### src/rtl/vlc_cnt_pkg.sv
// Shared counter package: FSM state and count-mode encodings
// used by the timer/counter blocks.
package vlc_cnt_pkg;

    typedef enum logic {
        IDLE = 1'b0,
        RUN  = 1'b1
    } cnt_state_e;

    typedef enum logic {
        ONE_SHOT = 1'b0,
        PERIODIC = 1'b1
    } cnt_mode_e;

endpackage

### src/rtl/b_down_timer.sv
// Loadable down-timer with one-shot / periodic reload and
// a single-cycle terminal-count pulse.
module b_down_timer
    import vlc_cnt_pkg::*;
#(
    parameter int C_WIDTH = 10
) (
    input  logic               c_clk,
    input  logic               c_reset,
    input  logic               en,
    input  logic               start,
    input  logic               stop,
    input  logic               mode,
    input  logic [C_WIDTH-1:0] load_val,
    output logic [C_WIDTH-1:0] c_out,
    output logic               busy,
    output logic               tc
);

    localparam logic [C_WIDTH-1:0] ONE = {{(C_WIDTH-1){1'b0}}, 1'b1};

    cnt_state_e         state_q, state_d;
    cnt_mode_e          mode_q, mode_d;
    logic [C_WIDTH-1:0] cnt_q, cnt_d;
    logic [C_WIDTH-1:0] reload_q, reload_d;
    logic               busy_q, busy_d;
    logic               tc_q, tc_d;

    always_ff @(posedge c_clk or posedge c_reset) begin
        if (c_reset) begin
            state_q  <= IDLE;
            mode_q   <= ONE_SHOT;
            cnt_q    <= '0;
            reload_q <= '0;
            busy_q   <= 1'b0;
            tc_q     <= 1'b0;
        end else begin
            state_q  <= state_d;
            mode_q   <= mode_d;
            cnt_q    <= cnt_d;
            reload_q <= reload_d;
            busy_q   <= busy_d;
            tc_q     <= tc_d;
        end
    end

    always_comb begin
        state_d  = state_q;
        mode_d   = mode_q;
        cnt_d    = cnt_q;
        reload_d = reload_q;
        tc_d     = 1'b0;
        unique case (state_q)
            IDLE: begin
                if (start && !stop) begin
                    state_d  = RUN;
                    cnt_d    = load_val;
                    reload_d = load_val;
                    mode_d   = cnt_mode_e'(mode);
                end
            end
            RUN: begin
                // stop wins over a coincident terminal event
                if (stop) begin
                    state_d = IDLE;
                    cnt_d   = '0;
                end else if (en) begin
                    if (cnt_q == '0) begin
                        tc_d = 1'b1;
                        if (mode_q == PERIODIC) begin
                            cnt_d = reload_q;
                        end else begin
                            state_d = IDLE;
                        end
                    end else begin
                        cnt_d = cnt_q - ONE;
                    end
                end
            end
            default: state_d = IDLE;
        endcase
        busy_d = (state_d == RUN);
    end

    assign c_out = cnt_q;
    assign busy  = busy_q;
    assign tc    = tc_q;

endmodule

### config.mk
export PLATFORM = sky130hd
export DESIGN_NAME = b_down_timer
export DESIGN_NICKNAME = d
export VERILOG_FILES = /design/src/rtl/vlc_cnt_pkg.sv /design/src/rtl/b_down_timer.sv
export SDC_FILE = /design/constraint.sdc
export NUM_CORES = 1
export LEC_CHECK = 0
export CORE_MARGIN = 2
export CORE_UTILIZATION = 29
export DETAILED_ROUTE_END_ITERATION = 7
export GPL_ROUTABILITY_DRIVEN = 0
export SETUP_SLACK_MARGIN = 0.02
export SYNTH_ARGS = -nofsm -noshare
export SYNTH_HDL_FRONTEND = slang
export SYNTH_SLANG_ARGS = --single-unit
### constraint.sdc
create_clock -name c_clk -period 2.52 [get_ports c_clk]
set_input_delay 0.504 -clock c_clk [delete_from_list [all_inputs] [get_ports c_clk]]
set_output_delay 0.504 -clock c_clk [all_outputs]
set_load 0.02 [all_outputs]
==> results.toml <==
[run_status]
status = "complete, no violations"

[timing]
timing.final.crit_share_pct = 86.5
finalSetupViolCount = 0
drv_slew = 0
setup_ws_ps = 341
hold_viol = 0
relSlewSlack_pct = 70.8
max_freq_mhz = 459
holdWs_ps = 483
setup_tns_ps = 0
tightest_slew_ps = 438
finClkSkew_ps = 8.93
rsz0062_at_grt = "false"
layout_min_cycle_time_ps = 2180

[detailed_routing]
dr.pass1.iters = 4
wirelength_um = 3170
drc = 0
via_per_inst = 5.06
dr_total_vias = 1185
drt_iter0_markers = 41
detail-route-antenna-nets = 0
wl_per_cell_um = 13.6

[synth]
synth.distinct_cells = 35
syn_nets = 167
synth_most_common_cell = "nand2_1"
synth_flop_cell = "dfrtp_1"
syn_avg_cell_area_um2 = 8.47
synth_area_leaders = "dfrtp_1 45%, nand2_1 7.7%, o21ai_0 5.5%"
yosys.area.top_type_share_pct = 45.3
syn_area_mm2 = 0.00127
yosysSeqAreaShare_pct = 45.3
yosysWarnings = 0
synth_edf_count = 0
ys_ff_latch = 23
synth_common_cells = "26 x nand2_1, 23 x dfrtp_1, 14 x o21ai_0"
async_reset_ff_share_pct = 100
yosysTopAreaCell = "dfrtp_1"
netlist_instances = 150

[finish]
finalNonFillerCells = 234
drive_gt1_share_pct = 10.4
fillCellCount = 455
diodes = 0
seq_area_um2 = 576
nNetsFinal = 200
final_area_mm2 = 0.00169
synthToLayoutAreaGrowth_pct = 33.0
fin_util_pct = 39.3
multiInputGateArea_um2 = 642

[clock_tree]
root_buffer = "clkbuf_8"
clkTransAtPathRegs_ps = 90
clock_path_buffers = 2
h-tree-depth = 1
cts_tree = "yes"
cts_made_buffers = 3
clkLatencyLatePin_ps = 270
clock_sinks = 23

[die]
start_util_pct = 29.6
coreArea_mm2 = 0.00429
die_h_um = 70.2
die_x_um = 70.2
io_pins = 28
rows = 24
die-area_mm2 = 0.00492

[pwr]
power.internal_mw = 0.808
powerDensity_mw_per_mm2 = 765
seqPwrFrac_pct = 43.2
p_sw_mw = 0.484
clockPowerShare_pct = 17.9
ir_drop_mv = 0.292
combPwrFrac_pct = 38.9
p_total_mw = 1.29
p_leak_nw = 0.708
sw_frac_of_total_pct = 37.5

[setup_path]
crit_chain = "inv_1, ha_1, or3b_2, nor3_1, buf_4, nor3_1, o21ai_0, o21ai_0"
cpMaxStageDelayCell = "or3b_2"
crit_path_start_kind = "register"
slowest_delay_ps = 490
r2r_slack_ps = 340
r2r_cells = 8
worstSetupPathType = "register to register"
cp_data_arrival_time_ps = 2310
reg2reg_to = "c_out[5]$_DFFE_PP0P_"
r2r_start = "c_out[0]$_DFFE_PP0P_"
crit_fanout = 8
cp.required_ps = 2650
cp-end-kind = "register"

[hold_path]
min_from = "reload_q[1]$_DFFE_PP0P_"
holdPathEnd = "reload_q[1]$_DFFE_PP0P_"
hold_path_depth = 2
hold_path_class = "register to register"

[global_routing]
grt_pass1_wl_um = 5460
overflow = 0
grt_max_degree = 24
antenna_found_initial = 0
grt_use_total_pct = 13.7
grt_pass1_vias = 1147

[run]
cap_violations = 0

[placement]
dpl_worst_slack_ps = 263
port_buffers = 27
dp_hpwl_um = 2360
dp_cells = 230
placed_cell_area_mm2 = 0.00164
## worst max-delay path by stage
stage                     cells past startpoint  slack (ps)              endpoint                 start
after floorplan                               7         420  c_out[5]$_DFFE_PP0P_  c_out[0]$_DFFE_PP0P_
after global placement                        8         330  c_out[5]$_DFFE_PP0P_  c_out[0]$_DFFE_PP0P_
final                                         8         340  c_out[5]$_DFFE_PP0P_  c_out[0]$_DFFE_PP0P_
after CTS                                     8         240  c_out[9]$_DFFE_PP0P_  c_out[0]$_DFFE_PP0P_
after global routing                          8         150  c_out[9]$_DFFE_PP0P_  c_out[0]$_DFFE_PP0P_
after detailed placement                      8         260  c_out[0]$_DFFE_PP0P_  c_out[0]$_DFFE_PP0P_
## worst max-delay path, delay by kind of cell, from the launching register on
kind / cells / cell delay (ps)
AND/OR/NAND/NOR: 3 / 710
flip-flops: 1 / 450
adder cells (fa/ha/maj): 1 / 330
buffers and inverters: 2 / 290
AO/OA/AOI/OAI: 2 / 250
## state kept, by name, summed over array words and instances (netlist names)
register and cells:
c_out 10, busy 1, tc 1, reload_q 10
mode_q 1
## cells in the final DEF (no fill, tap or decap), types with 2 or more instances in the layout
master / instances
o21ai_0: 14
or3b_2: 2
inv_1: 8
nor3_1: 6
nand2_1: 26
a22oi_1: 2
or4_4: 2
o32ai_1: 2
nand2b_1: 5
dfrtp_1: 23
o21a_1: 3
nand3_1: 3
xnor2_1: 2
clkbuf_8: 3
nor2_1: 13
a41oi_1: 2
buf_4: 8
a31oi_1: 4
nor3b_1: 3
clkdlybuf4s50_1: 27
o221ai_1: 2
a21oi_1: 6
## power groups by stage
stage | Sequential [mW] | Combinational, mW | Clock [mW]
CTS | 0.558 | 0.504 | 0.240
global route | 0.576 | 0.561 | 0.250
detailed placement | 0.565 | 0.502 | 0
floorplan | 0.588 | 0.263 | 0
global placement | 0.565 | 0.499 | 0
finish | 0.558 | 0.502 | 0.231
## cells by family after synthesis
group           Yosys count  synth area share [%]
compound gates           43                  21.8
xor+xnor                  2                  1.38
fa+ha+maj                 1                 0.985
buf+inv                  15                  4.53
flops                    23                  45.3
simple gates             66                  26.0
## layer usage
layer	wire, um	global-route usage [%]	vias up
met4	48	4.70	0
met1	1560	19.1	555
met3	135	2.60	6
li1	-	-	602
met2	1430	21.3	22
met5	0	0	-
## layout make-up
class	count	area share [%]
Inverter	8	1.78
Multi-Input combinational cell	112	38.0
Timing Repair Buffer	35	19.6
Clock buffer	3	2.44
Sequential cell	23	34.1
Tap cell	52	3.85
Clock inverter	1	0.296
## repair_timing
| action | 4_1_cts | 5_1_grt |
|---|---|---|
| gates resized for setup | 0 | 1 |
| hold buffers | 0 | 0 |
| endpoints found under the setup margin | 0 | 5 |
| setup buffers | 0 | 0 |
(Power assumes the default switching activity.)
